File: src/rtl/bram_wr_ctrl_gen_if.sv
// Write-side bus of the line-buffer BRAM controller: the DMA beat stream in,
// BRAM write port out.
//
// Handshake: a beat transfers on a rising edge where i_wr_vld and o_wr_rdy
// are both high. The source may raise i_wr_vld at any time and must hold the
// beat until it transfers. o_wr_rdy depends only on controller state, never
// on i_wr_vld.
interface bram_wr_ctrl_gen_if #(
  parameter int ADDR_WIDTH = 14,
  parameter int DATA_WIDTH = 64,
  parameter int BUF_NUM    = 16
);
  logic                  i_wr_vld;
  logic                  o_wr_rdy;
  logic [DATA_WIDTH-1:0] i_wr_data;
  logic                  o_bram_en;
  logic [BUF_NUM-1:0]    o_bram_cs;
  logic [ADDR_WIDTH-1:0] o_bram_addr;
  logic [DATA_WIDTH-1:0] o_bram_wdata;

  // Source and observer of the beat stream / BRAM port.
  modport master (
    output i_wr_vld, i_wr_data,
    input  o_wr_rdy, o_bram_en, o_bram_cs, o_bram_addr, o_bram_wdata
  );

  // The controller itself.
  modport slave (
    input  i_wr_vld, i_wr_data,
    output o_wr_rdy, o_bram_en, o_bram_cs, o_bram_addr, o_bram_wdata
  );
endinterface

File: src/rtl/bram_wr_ctrl_gen.sv
// Ping-pong write controller for the CNN line-buffer bank. Beats are steered
// to one of BUF_NUM buffers; an optional prime pass fills all buffers, then
// the lower and upper halves refill alternately, each half separated by a
// WAIT that the conv engine releases with i_restart.
module bram_wr_ctrl_gen #(
  parameter int ADDR_WIDTH = 14,
  parameter int DATA_WIDTH = 64,
  parameter int BUF_NUM    = 16,
  parameter int BEAT_BITS  = 4,
  parameter int BURST_BITS = 2,
  parameter int MODE_BITS  = 2
) (
  input  logic                  i_clk,
  input  logic                  i_rst,
  input  logic                  i_start,
  input  logic                  i_cfg_prime,
  input  logic [ADDR_WIDTH-1:0] i_cfg_base,
  input  logic                  i_end,
  input  logic                  i_restart,
  bram_wr_ctrl_gen_if.slave     bus,
  output logic                  o_half_sel,
  output logic                  o_half_done,
  output logic                  o_prime_done,
  output logic                  o_busy,
  output logic [2:0]            o_state_dbg
);

  localparam int BI_W  = $clog2(BUF_NUM);
  localparam int OFF_W = MODE_BITS + BURST_BITS + BEAT_BITS;

  localparam logic [BI_W-1:0]       IDX_HALF  = BI_W'(BUF_NUM / 2);
  localparam logic [BI_W-1:0]       IDX_LO_LAST = BI_W'(BUF_NUM / 2 - 1);
  localparam logic [BI_W-1:0]       IDX_LAST  = BI_W'(BUF_NUM - 1);
  localparam logic [BEAT_BITS-1:0]  BEAT_MAX  = {BEAT_BITS{1'b1}};
  localparam logic [BURST_BITS-1:0] BURST_MAX = {BURST_BITS{1'b1}};
  localparam logic [BUF_NUM-1:0]    CS_ONE    = BUF_NUM'(1);

  typedef enum logic [2:0] {
    S_IDLE    = 3'd0,
    S_PRIME   = 3'd1,
    S_FILL_LO = 3'd2,
    S_FILL_HI = 3'd3,
    S_WAIT    = 3'd4,
    S_END     = 3'd5
  } state_t;

  state_t                state_q, state_d;
  state_t                next_q, next_d;
  logic [ADDR_WIDTH-1:0] base_q, base_d;
  logic [MODE_BITS-1:0]  mode_q, mode_d;
  logic [BI_W-1:0]       buf_q, buf_d;
  logic [BURST_BITS-1:0] burst_q, burst_d;
  logic [BEAT_BITS-1:0]  beat_q, beat_d;

  logic                  rdy_q, rdy_d;
  logic                  busy_q, busy_d;
  logic                  half_sel_q, half_sel_d;
  logic                  half_done_q, half_done_d;
  logic                  prime_done_q, prime_done_d;
  logic                  en_q, en_d;
  logic [BUF_NUM-1:0]    cs_q, cs_d;
  logic [ADDR_WIDTH-1:0] addr_q, addr_d;
  logic [DATA_WIDTH-1:0] wdata_q, wdata_d;

  logic                  accept;
  logic                  last_buf;
  logic                  pass_end;
  logic [ADDR_WIDTH-1:0] offset;

  // Next-state, counter and write-strobe computation.
  always_comb begin
    state_d      = state_q;
    next_d       = next_q;
    base_d       = base_q;
    mode_d       = mode_q;
    buf_d        = buf_q;
    burst_d      = burst_q;
    beat_d       = beat_q;

    accept   = bus.i_wr_vld && rdy_q;
    last_buf = (state_q == S_FILL_LO) ? (buf_q == IDX_LO_LAST) : (buf_q == IDX_LAST);
    pass_end = accept && (beat_q == BEAT_MAX) && (burst_q == BURST_MAX) && last_buf;

    offset              = '0;
    offset[OFF_W-1:0]   = {mode_q, burst_q, beat_q};

    case (state_q)
      S_IDLE: begin
        if (i_start) begin
          base_d  = i_cfg_base;
          mode_d  = '0;
          buf_d   = '0;
          burst_d = '0;
          beat_d  = '0;
          state_d = i_cfg_prime ? S_PRIME : S_FILL_LO;
        end
      end
      S_PRIME, S_FILL_LO, S_FILL_HI: begin
        if (accept) begin
          beat_d = beat_q + 1'b1;
          if (beat_q == BEAT_MAX) begin
            burst_d = burst_q + 1'b1;
            if (burst_q == BURST_MAX) buf_d = buf_q + 1'b1;
          end
          if (pass_end) begin
            state_d = S_WAIT;
            if (state_q == S_FILL_LO) begin
              next_d = S_FILL_HI;
            end else begin
              // Prime and upper-half passes both close a page.
              next_d = S_FILL_LO;
              mode_d = mode_q + 1'b1;
            end
          end
        end
      end
      S_WAIT: begin
        if (i_restart) begin
          state_d = next_q;
          buf_d   = (next_q == S_FILL_HI) ? IDX_HALF : '0;
          burst_d = '0;
          beat_d  = '0;
        end
      end
      S_END: begin
        if (i_restart) state_d = S_IDLE;
      end
      default: state_d = S_IDLE;
    endcase

    // Abort wins over everything, including a same-cycle restart.
    if ((state_q != S_IDLE) && i_end) begin
      state_d = S_END;
      buf_d   = '0;
      burst_d = '0;
      beat_d  = '0;
    end

    // A beat accepted this cycle is written on the next one, whatever the state.
    en_d    = accept;
    cs_d    = accept ? (CS_ONE << buf_q) : '0;
    addr_d  = accept ? (base_q + offset) : addr_q;
    wdata_d = accept ? bus.i_wr_data : wdata_q;

    half_done_d  = pass_end && ((state_q == S_FILL_LO) || (state_q == S_FILL_HI));
    prime_done_d = pass_end && (state_q == S_PRIME);

    rdy_d  = (state_d == S_PRIME) || (state_d == S_FILL_LO) || (state_d == S_FILL_HI);
    busy_d = (state_d != S_IDLE);

    // WAIT keeps the half of the pass that led into it.
    case (state_d)
      S_FILL_HI: half_sel_d = 1'b1;
      S_WAIT:    half_sel_d = half_sel_q;
      default:   half_sel_d = 1'b0;
    endcase
  end

  // State, counters and registered outputs with synchronous reset.
  always_ff @(posedge i_clk) begin
    if (i_rst) begin
      state_q      <= S_IDLE;
      next_q       <= S_IDLE;
      base_q       <= '0;
      mode_q       <= '0;
      buf_q        <= '0;
      burst_q      <= '0;
      beat_q       <= '0;
      rdy_q        <= 1'b0;
      busy_q       <= 1'b0;
      half_sel_q   <= 1'b0;
      half_done_q  <= 1'b0;
      prime_done_q <= 1'b0;
      en_q         <= 1'b0;
      cs_q         <= '0;
      addr_q       <= '0;
      wdata_q      <= '0;
    end else begin
      state_q      <= state_d;
      next_q       <= next_d;
      base_q       <= base_d;
      mode_q       <= mode_d;
      buf_q        <= buf_d;
      burst_q      <= burst_d;
      beat_q       <= beat_d;
      rdy_q        <= rdy_d;
      busy_q       <= busy_d;
      half_sel_q   <= half_sel_d;
      half_done_q  <= half_done_d;
      prime_done_q <= prime_done_d;
      en_q         <= en_d;
      cs_q         <= cs_d;
      addr_q       <= addr_d;
      wdata_q      <= wdata_d;
    end
  end

  assign bus.o_wr_rdy     = rdy_q;
  assign bus.o_bram_en    = en_q;
  assign bus.o_bram_cs    = cs_q;
  assign bus.o_bram_addr  = addr_q;
  assign bus.o_bram_wdata = wdata_q;
  assign o_half_sel       = half_sel_q;
  assign o_half_done      = half_done_q;
  assign o_prime_done     = prime_done_q;
  assign o_busy           = busy_q;
  assign o_state_dbg      = state_q;

endmodule

File: src/flat_wrapper.sv
// flat-port wrapper written by rule: the top's interface ports become plain ports
module bram_wr_ctrl_gen_flat 
#(
  parameter int ADDR_WIDTH = 14,
  parameter int DATA_WIDTH = 64,
  parameter int BUF_NUM    = 16,
  parameter int BEAT_BITS  = 4,
  parameter int BURST_BITS = 2,
  parameter int MODE_BITS  = 2
)
  (i_clk, i_rst, i_start, i_cfg_prime, i_cfg_base, i_end, i_restart, o_half_sel, o_half_done, o_prime_done, o_busy, o_state_dbg, bus_i_wr_vld, bus_i_wr_data, bus_o_wr_rdy, bus_o_bram_en, bus_o_bram_cs, bus_o_bram_addr, bus_o_bram_wdata);
  bram_wr_ctrl_gen_if #(.ADDR_WIDTH(ADDR_WIDTH), .DATA_WIDTH(DATA_WIDTH), .BUF_NUM(BUF_NUM)) bus_i ();
  input  logic i_clk;
  input  logic i_rst;
  input  logic i_start;
  input  logic i_cfg_prime;
  input  logic [ADDR_WIDTH-1:0] i_cfg_base;
  input  logic i_end;
  input  logic i_restart;
  output logic o_half_sel;
  output logic o_half_done;
  output logic o_prime_done;
  output logic o_busy;
  output logic [2:0] o_state_dbg;
  input wire logic [$bits(bus_i.i_wr_vld)-1:0] bus_i_wr_vld;
  input wire logic [$bits(bus_i.i_wr_data)-1:0] bus_i_wr_data;
  output wire logic [$bits(bus_i.o_wr_rdy)-1:0] bus_o_wr_rdy;
  output wire logic [$bits(bus_i.o_bram_en)-1:0] bus_o_bram_en;
  output wire logic [$bits(bus_i.o_bram_cs)-1:0] bus_o_bram_cs;
  output wire logic [$bits(bus_i.o_bram_addr)-1:0] bus_o_bram_addr;
  output wire logic [$bits(bus_i.o_bram_wdata)-1:0] bus_o_bram_wdata;
  assign bus_i.i_wr_vld = bus_i_wr_vld;
  assign bus_i.i_wr_data = bus_i_wr_data;
  assign bus_o_wr_rdy = bus_i.o_wr_rdy;
  assign bus_o_bram_en = bus_i.o_bram_en;
  assign bus_o_bram_cs = bus_i.o_bram_cs;
  assign bus_o_bram_addr = bus_i.o_bram_addr;
  assign bus_o_bram_wdata = bus_i.o_bram_wdata;
  bram_wr_ctrl_gen #(.ADDR_WIDTH(ADDR_WIDTH), .DATA_WIDTH(DATA_WIDTH), .BUF_NUM(BUF_NUM), .BEAT_BITS(BEAT_BITS), .BURST_BITS(BURST_BITS), .MODE_BITS(MODE_BITS)) u_core (.i_clk(i_clk), .i_rst(i_rst), .i_start(i_start), .i_cfg_prime(i_cfg_prime), .i_cfg_base(i_cfg_base), .i_end(i_end), .i_restart(i_restart), .bus(bus_i), .o_half_sel(o_half_sel), .o_half_done(o_half_done), .o_prime_done(o_prime_done), .o_busy(o_busy), .o_state_dbg(o_state_dbg));
endmodule
File: config.mk
export PLATFORM = sky130hd
export DESIGN_NAME = bram_wr_ctrl_gen_flat
export DESIGN_NICKNAME = d
export VERILOG_FILES = /design/src/rtl/bram_wr_ctrl_gen_if.sv /design/src/rtl/bram_wr_ctrl_gen.sv /design/src/flat_wrapper.sv
export SDC_FILE = /design/constraint.sdc
export NUM_CORES = 1
export LEC_CHECK = 0
export ABC_CLOCK_PERIOD_IN_PS = 2700
export CORE_MARGIN = 2
export CORE_UTILIZATION = 26
export CTS_CLUSTER_DIAMETER = 200
export DETAILED_ROUTE_END_ITERATION = 16
export HOLD_SLACK_MARGIN = 0.08
export PLACE_DENSITY = 0.62
export RECOVER_POWER = 25
export SLEW_MARGIN = 5
export SYNTH_ARGS = -nofsm -noshare
export SYNTH_HDL_FRONTEND = slang
export SYNTH_SLANG_ARGS = --single-unit
File: constraint.sdc
create_clock -name i_clk -period 2.7 [get_ports i_clk]
set_input_delay 0.27 -clock i_clk [delete_from_list [all_inputs] [get_ports i_clk]]
set_output_delay 0.27 -clock i_clk [all_outputs]
set_load 0.1 [all_outputs]
# == Word level (Yosys, flattened, before mapping) ==
# Index checks and enable logic that the tools add are counted.
# W data, S select, Z words.
# op_classes
n_bitwise,1
n_mux,30
div_mod_pow,0
n_addsub,5
eq_ne,21
shifts,1
multipliers,0
reduce_logical,24
magnitude_cmp,0
# op_table
operator,count
$mux W4,8
$pmux W4 S3,2
$mux W3,6
$mux W2,8
$shl A1 B4 Y16 const A,1
$eq A3 B2 Y1 const B,5
$add A14 B8 Y14,1
$pmux W3 S4,1
$reduce_and A5 Y1,2
$eq A3 B3 Y1 const B,3
$reduce_bool A3 Y1,3
$add A4 B1 Y4 const B,2
$eq A4 B4 Y1 const B,2
$ne A2 B1 Y1 const B,4
$logic_and A1 B1 Y1,7
$eq A3 B1 Y1 const B,2
$ne A2 B2 Y1 const B,3
$pmux W2 S3,1
$reduce_and A6 Y1,1
$add A2 B1 Y2 const B,2
$eq A4 B3 Y1 const B,1
$pmux W2 S2,1
$reduce_and A4 Y1,1
$reduce_or A2 Y1,2
other kinds (10),13
# totals
latch_bits,0
register_bits,132
ram_bits,0
memories,0
mem_bits_ro,0

# == Logic depth before layout (Yosys ltp) ==
# Gate-level depths: netlist of the first run.
# logic_depth
depth_word,11
depth_mapped,8

# == Worst setup path after synthesis of the first run ==
# No wires, ideal clock.
# synth_timing
path_type,register to register
start,reg u_core.state_q[1] (netlist: u_core.o_state_dbg[1])
end,reg u_core.half_sel_q (netlist: u_core.o_half_sel)
arrival_time_ps,2326
path_stages_with_launch,7
slack_ps,305
setup_ps,69
n_path_buf,1
required_ps,2631
cell_sequence,dfxtp_1 -> buf_6 -> or3b_4 -> a2111oi_4 -> a221o_2 -> a21oi_1 -> a21oi_2
# synth_via
elab_chain_cells,9
word_cells_on_any_way,21
classes_between,eq/ne (7); mux (9); reduce/logical (5)
# synth_lines
item,line_no,text
"start, declared",bram_wr_ctrl_gen.sv:47,"state_t state_q, state_d;"
"start signal, assigned",bram_wr_ctrl_gen.sv:179,state_q <= state_d;
$eq A3 B2 Y1,"bram_wr_ctrl_gen.sv:81, bram_wr_ctrl_gen.sv:87",
$mux W1,bram_wr_ctrl_gen.sv:81,last_buf = (state_q == S_FILL_LO) ? (buf_q == IDX_LO_LAST) : (buf_q == IDX_LAST);
$logic_and A1 B1 Y1,bram_wr_ctrl_gen.sv:82,pass_end = accept && (beat_q == BEAT_MAX) && (burst_q == BURST_MAX) && last_buf;
$mux W3,bram_wr_ctrl_gen.sv:105,if (pass_end) begin
$mux W3,bram_wr_ctrl_gen.sv:99,if (accept) begin
$pmux W3 S4,bram_wr_ctrl_gen.sv:87,case (state_q)
$mux W3 (*),bram_wr_ctrl_gen.sv:132,if ((state_q != S_IDLE) && i_end) begin
$eq A3 B3 Y1 / $eq A3 B2 Y1 (equally long branches),bram_wr_ctrl_gen.sv:152,case (state_d)
$pmux W1 S2,bram_wr_ctrl_gen.sv:152,
"end signal, assigned",bram_wr_ctrl_gen.sv:188,half_sel_q <= half_sel_d;
"end, declared",bram_wr_ctrl_gen.sv:57,"logic half_sel_q, half_sel_d;"
# Mark *: on every way between the ends. The rest lies on a longest branch, timed or not.
# A chain may end at the register's enable or synchronous reset.

# == Final worst setup path of the first run ==
# layout_timing
start,reg u_core.burst_q[0]
end,reg u_core.addr_q[13] (netlist: u_core.bus.o_bram_addr[13])
# layout_via
elab_chain_cells,1
# layout_lines
item,line_no,text
"start, declared",bram_wr_ctrl_gen.sv:52,"logic [BURST_BITS-1:0] burst_q, burst_d;"
"start signal, assigned",bram_wr_ctrl_gen.sv:184,burst_q <= burst_d;
$add A14 B8 Y14,bram_wr_ctrl_gen.sv:142,addr_d = accept ? (base_q + offset) : addr_q;
"end signal, assigned",bram_wr_ctrl_gen.sv:193,addr_q <= addr_d;
"end, declared",bram_wr_ctrl_gen.sv:62,"logic [ADDR_WIDTH-1:0] addr_q, addr_d;"
# No other way between the ends.

==> results of run 1 <==
-- power breakdown --
group          switching, mW  total, mW  internal (mW)
Combinational           1.12       1.48          0.359
Clock                  0.912       2.40           1.49
Sequential            0.0915       2.15           2.06
-- cell usage in the layout (no fill, tap or decap), types with 3 or more instances in the layout --
| cell | instances |
|---|---|
| nand3b_1 | 3 |
| a21o_1 | 5 |
| or2_2 | 3 |
| and2_1 | 3 |
| nand2_1 | 176 |
| clkbuf_16 | 17 |
| nand3_1 | 5 |
| o21a_1 | 4 |
| nor2_1 | 50 |
| ha_1 | 16 |
| mux2i_1 | 5 |
| o21ai_0 | 13 |
| nand4_1 | 4 |
| a21oi_1 | 100 |
| clkinv_4 | 4 |
| nand2b_1 | 6 |
| xor2_1 | 4 |
| buf_4 | 52 |
| and3_1 | 5 |
| clkbuf_1 | 58 |
| bufinv_16 | 3 |
| clkdlybuf4s50_1 | 83 |
| a31oi_1 | 4 |
| xnor2_1 | 3 |
| inv_1 | 14 |
| a211oi_1 | 7 |
| dfxtp_1 | 131 |
| nor2b_1 | 4 |
| nor3_1 | 8 |
-- routing by layer --
layer,share of wire,GRT usage,routed length (um),up-vias
li1,-,-,-,2552
met4,0.029,0.0692,451,0
met2,0.46,0.232,7220,129
met5,0,0,0,-
met1,0.47,0.187,7320,2271
met3,0.047,0.0367,744,27
-- flip-flops by register name, summed over array words and instances, names as in the netlist --
| register | count |
|---|---|
| u_core.o_busy | 1 |
| u_core.burst_q | 2 |
| u_core.bus.o_bram_addr | 14 |
| u_core.o_state_dbg | 3 |
| u_core.mode_q | 2 |
| u_core.buf_q | 4 |
| u_core.base_q | 14 |
| u_core.bus.o_bram_en | 1 |
| u_core.bus.o_bram_cs | 16 |
| u_core.bus.o_bram_wdata | 64 |
| u_core.bus.o_wr_rdy | 1 |
| u_core.o_half_sel | 1 |
| u_core.next_q | 2 |
| u_core.o_prime_done | 1 |
| u_core.beat_q | 4 |
| u_core.o_half_done | 1 |
-- layout make-up --
type / count / area (um2)
Clock buffer: 18 / 439
Clock inverter: 14 / 179
Fill cell: 2132 / 12600
Inverter: 14 / 52.6
Multi-Input combinational cell: 469 / 2510
Sequential cell: 131 / 2620
Tap cell: 270 / 338
Timing Repair Buffer: 194 / 1460
-- path summary, 6_finish.rpt --
| check | to | cells past startpoint |
|---|---|---|
| max | u_core.bus.o_bram_addr[13] | 6 |
| min | u_core.next_q[0] | 2 |
| max reg2reg | u_core.bus.o_bram_addr[13] | 6 |
| min reg2reg | u_core.bus.o_bram_wdata[37] | 2 |
-- through the flow --
step | hold WS (ps) | area, um2 | setup slack [ps] | std cells
detailed placement | 447 | 7200 | 531 | 1078
finish | 322 | 7600 | 559 | 1110
global placement | 442 | 7200 | 590 | 1078
floorplan | 406 | 5350 | 305 | 653
CTS | 309 | 7820 | 561 | 1110
global route | 338 | 7600 | 384 | 1110
-- kinds of logic (layout without fill, tap and decap cells) --
kind of cell             Yosys count  in the layout  synth area share
AO/OA/AOI/OAI                    160            160             0.183
XOR/XNOR                           7              7            0.0115
adder cells (fa/ha/maj)           17             17            0.0412
buffers and inverters             53            240            0.0407
flip-flops                       131            131             0.491
multiplexers                       5              5           0.00936
AND/OR/NAND/NOR                  280            280             0.224
==> results by group, run 1 <==
Outcome
  – Status: finished, final reports clean

Final layout
  – Fin util: 0.376
  – Diodes inserted: 0
  – Share of cells above drive strength 1: 0.121
  – Layout Nets: a little over 900
  – Synth-to-Final Area Change: 42.2%

STA
  – RSZ-0062 raised after global routing: false
  – Final Max Slew Viols: 0
  – Sum Neg Setup Slack: 0 ps
  – Period utilisation layout: 0.793
  – Final setup fails: 0
  – Worst Clk Skew: 7.01 ps
  – Slew HR: 0.166
  – Hold Fails Final Rpt: 0
  – Fmax: approximately 0.47 GHz
  – Worst-margin pin slew: about 1300 ps
  – Period minus WS final: approximately 2100 ps

GRT
  – Grt total ovfl: 0
  – Initial antenna violation count: 0
  – Vias in the first global route: 4729
  – Tot GR Track Use: 0.146
  – Largest net degree at the start of global routing: between 60 and 70
  – First-pass GRT wire length: 25.1 mm

Logic synthesis
  – Post-Synthesis Cell Area: around 5300 um2
  – Synth Flop Type: dfxtp_1
  – Count leader, synth: nand2_1
  – Share of the synthesized area in the top cell type: 0.491
  – Synth warnings: 0
  – Synth area leaders: dfxtp_1 49%, nand2_1 12%, a21oi_1 9.4%
  – Area leader, netlist: dfxtp_1
  – Seq/Total Area, Yosys: 0.491
  – Synth Register Bits: around 130
  – Synth top cells by count: 177 x nand2_1, 131 x dfxtp_1, 100 x a21oi_1
  – Async SR Flop Fraction: 0
  – Post-Syn Nets: about 760
  – Mapped Avg Cell Area: between 8 and 9 um2
  – Cell count after synthesis: about 650
  – Cell variety after synth: just under 60
  – Number of synthesized flops with an enable pin: 0

Floorplanning
  – Initial core utilization: 0.264
  – Core Area: roughly 20000 um2
  – I/O Pins: between 150 and 200
  – Placement Rows: 52
  – DIE HEIGHT: around 150 um
  – Die Span X: ~150 um
  – Die Area: roughly 22000 um2

Clock network
  – Num CTS Buffers: 17
  – Later-pin clock latency in the skew report: 420 ps
  – Hold buffers post-CTS: 0
  – Sink Count: roughly 130
  – PostCTS Resize Cnt: 0
  – Clock slew seen by the registers of the worst setup and hold paths: approximately 60 ps
  – CTS tree: done
  – Clock root cell: clkbuf_16
  – Setup Fix Bufs, Post-CTS: 0
  – Bufs on Longest Clock Path: 2
  – H-tree depth: 4

Setup path
  – Cells along the critical path: ha_1 -> and2_1 -> a221o_1 -> o211ai_2 -> a211oi_1 -> a2111oi_2
  – CP Launch Type: flip-flop
  – Worst Path Required: 3010 ps
  – CP startpoint: u_core.burst_q[0]
  – Critical path type: flip-flop to flip-flop
  – Family with the most delay on the worst path: compound AO/OA/AOI/OAI gates
  – FF-to-FF Start: u_core.burst_q[0]
  – CP peak stage delay: ~370 ps
  – Buffer and inverter count on the worst path: 0
  – R2R Setup Slk: ~560 ps
  – Critical path's slowest cell: a221o_1
  – CP arrival: between 2000 and 2500 ps
  – Crit end category: flip-flop
  – CP Max Fanout: 6

Drt
  – Final WL: ~16 mm
  – Drt via density: between 4 and 5
  – TritonRoute pass-1 iters: 4
  – DRT iter0 DRCs: between 200 and 300
  – ANT nets after route: 0
  – WL/cell: roughly 14 um
  – DRC viols: 0
  – Vias: around 5k

Power
  – VDD IR max: between 0.3 and 0.4 mV
  – Pwr per Cell Area: around 790 nW/um2
  – Total Power: between 6 and 7 mW
  – P_leak: 2.87 nW

Placed design
  – RePlAce Congestion: about 0.78
  – Post-DP HPWL: around 11 mm
  – I/O Buffers: between 150 and 200

Job
  – Max_cap viols: 0

Min path
  – Min-delay src: i_rst
  – Worst Hold Class: input pin to flip-flop
Power figures use the tool's default switching activity.
==> run 2: changes to the inputs <==
--- a/config.mk
+++ b/config.mk
@@ -5,13 +5,13 @@
 export SDC_FILE = /design/constraint.sdc
 export NUM_CORES = 1
 export LEC_CHECK = 0
-export ABC_CLOCK_PERIOD_IN_PS = 2700
+export ABC_CLOCK_PERIOD_IN_PS = 1800
 export CORE_MARGIN = 2
 export CORE_UTILIZATION = 26
 export CTS_CLUSTER_DIAMETER = 200
 export DETAILED_ROUTE_END_ITERATION = 16
 export HOLD_SLACK_MARGIN = 0.08
-export PLACE_DENSITY = 0.62
+export PLACE_DENSITY = 0.64
 export RECOVER_POWER = 25
 export SLEW_MARGIN = 5
 export SYNTH_ARGS = -nofsm -noshare
==> constraint.sdc (replaced) <==
create_clock -name i_clk -period 1.8 [get_ports i_clk]
set_input_delay 0.18 -clock i_clk [delete_from_list [all_inputs] [get_ports i_clk]]
set_output_delay 0.18 -clock i_clk [all_outputs]
set_load 0.1 [all_outputs]
==> results by group, run 2 (synthesis results as in run 1) <==
Final layout
  – Number of flip-flops under the largest register name: 64 (unchanged)
  – Fin util: 0.409 (+0.0338)
  – Final instance area: 8280 um2 (+9.0%)
  – Diodes inserted: 0 (unchanged)
  – Synth-to-Final Area Change: 55.0%
  – Layout Nets: 976 (+5.1%)
  – Share of cells above drive strength 1: 0.264 (+0.142)
  – Commonest non-fill, non-tap cell in the layout: nand2_1
  – Most frequent cells in the layout: 177 x nand2_1, 120 x dfxtp_1, 108 x buf_4, 97 x a21oi_1, 83 x clkdlybuf4s50_1
  – Finished Layout Cells: 1157 (+4.2%)

Placed design
  – DP Area: 7600 um2 (+5.5%)
  – I/O Buffers: 187 (unchanged)
  – Post-DP HPWL: 11.7 mm (+4.2%)
  – RePlAce Congestion: 0.834 (+6.6%)
  – Post-Place Cells: 1115 (+3.4%)

Setup path
  – Worst Path Required: 2090 ps (-920 ps)
  – Critical path type: flip-flop to flip-flop
  – CP startpoint: u_core.beat_q[0]
  – CP Max Fanout: 5 (-1)
  – CP arrival: 2120 ps (-330 ps)
  – Worst r2r dst: u_core.bus.o_bram_addr[6]
  – CP Launch Type: flip-flop
  – R2R Setup Slk: -30 ps (-580 ps)
  – FF-to-FF Start: u_core.beat_q[0]
  – Crit end category: flip-flop
  – Reg2reg path depth: 9 (+3)

STA
  – Worst Clk Skew: 6.80 ps (-0.209 ps)
  – Fmax: 0.548 GHz (+17%)
  – Final setup fails: 2 (+2)
  – Sum Neg Setup Slack: -40.1 ps (-40.1 ps)
  – Slew HR: 0.623 (+0.458)
  – Min setup slack post-route: -25.4 ps (-585 ps)
  – Period utilisation layout: 1.01 (+0.221)
  – Final Max Slew Viols: 0 (unchanged)
  – RSZ-0062 raised after global routing: true
  – Hold Fails Final Rpt: 0 (unchanged)
  – Period minus WS final: 1830 ps (-315 ps)
  – Worst-margin pin slew: 567 ps (-690 ps)

Clock network
  – CTS tree: done
  – Sink Count: 131 (unchanged)
  – Clock root cell: clkbuf_16
  – Clock slew seen by the registers of the worst setup and hold paths: 60 ps (about the same)
  – Bufs on Longest Clock Path: 2 (unchanged)
  – Num CTS Buffers: 17 (unchanged)
  – H-tree depth: 4 (unchanged)
  – Later-pin clock latency in the skew report: 420 ps (about the same)

Floorplanning
  – Placement Rows: 52 (unchanged)
  – Core Area: 20200 um2 (unchanged)
  – Die Area: 21700 um2 (unchanged)
  – Die Span X: 147 um (unchanged)
  – I/O Pins: 188 (unchanged)
  – Initial core utilization: 0.264 (unchanged)
  – DIE HEIGHT: 147 um (unchanged)

GRT
  – Largest net degree at the start of global routing: 45 (-29%)
  – Met2 global-route usage: 0.236 (+0.00467)
  – Met3 usage: 0.0336 (-0.00309)
  – Initial antenna violation count: 0 (unchanged)
  – Vias in the first global route: 4835 (+2.2%)
  – First-pass GRT wire length: 25.1 mm (+0.28%)
  – Met1 usage: 0.187 (+0.000612)
  – GR peak layer: met2
  – Tot GR Track Use: 0.147 (+0.000403)
  – Grt total ovfl: 0 (unchanged)

Min path
  – Min-Delay Endpoint: u_core.bus.o_bram_wdata[38]
  – Min-delay src: bus_i_wr_data[38]
  – Hold Path Stages: 3 (+1)
  – Worst Hold Class: input pin to flip-flop

Job
  – Max_cap viols: 0 (unchanged)

Outcome
  – Violated checks: setup timing
  – Status: complete, but fails checks

Drt
  – DRC viols: 0 (unchanged)
  – Final WL: 16.3 mm (+3.3%)
  – DRT iter0 DRCs: 213 (-20%)
  – WL/cell: 14.1 um (-0.86%)
  – Drt via density: 4.44 (-1.1%)
  – ANT nets after route: 0 (unchanged)
  – Vias: 5134 (+3.1%)
  – TritonRoute pass-1 iters: 4 (unchanged)

Power
  – P_leak: 3.33 nW (+16%)
  – Pwr per Cell Area: 1100 nW/um2 (+39%)
  – VDD IR max: 0.519 mV (+32%)
  – Total Power: 9.14 mW (+52%)
run 2: final cells by class:
| type | count | area, um2 |
|---|---|---|
| Tap cell | 270 | 338 |
| Clock inverter | 11 | 124 |
| Timing Repair Buffer | 241 | 2000 |
| Clock buffer | 21 | 470 |
| Multi-Input combinational cell | 469 | 2650 |
| Sequential cell | 131 | 2650 |
| Fill cell | 2059 | 12000 |
| Inverter | 14 | 52.6 |
run 2: through the flow:
stage / worst slack [ps] / hold WS, ps
after floorplan: -38.3 / 308
after global placement: -93.6 / 443
after detailed placement: -119 / 447
after CTS: -48.9 / 282
after global routing: -129 / 285
final: -25.4 / 302
run 2: how the worst max path moves through the flow:
stage / endpoint / slack (ps) / depth (start not counted)
2_1_floorplan: u_core.o_half_sel / -40 / 6
3_3_place_gp: u_core.beat_q[3] / -90 / 6
3_5_place_dp: u_core.bus.o_bram_addr[8] / -120 / 8
4_1_cts: u_core.bus.o_bram_addr[13] / -50 / 6
5_1_grt: u_core.bus.o_bram_addr[10] / -130 / 8
6_report: u_core.bus.o_bram_addr[6] / -30 / 9
run 2: routing by layer:
metal	routed length, um	part of all wire	vias up
met1	7410	0.46	2361
met5	0	0	-
met4	293	0.018	0
li1	-	-	2645
met2	7830	0.48	110
met3	733	0.045	18
run 2: critical path: stages, from the launching register on:
cell and delay (ps):
dfxtp_4 360, ha_4 160, inv_2 50, fa_2 190
nor2b_2 50, o31a_1 340, buf_4 160, o21a_1 180
o21ai_1 120, o311ai_1 100
run 2: timing repair:
action	CTS	global route
endpoints found under the setup margin	11	24
hold buffers	1	0
hold endpoints to repair	1	0
buffers inserted	5	4
resized for setup	16	21
pin swaps	18	16
gates cloned	0	0
run 2: power by group:
group	internal, mW	switching (mW)	total [mW]
combinational	0.711	1.72	2.43
sequential	3.09	0.137	3.22
clock	2.16	1.33	3.48
total	5.96	3.19	9.14
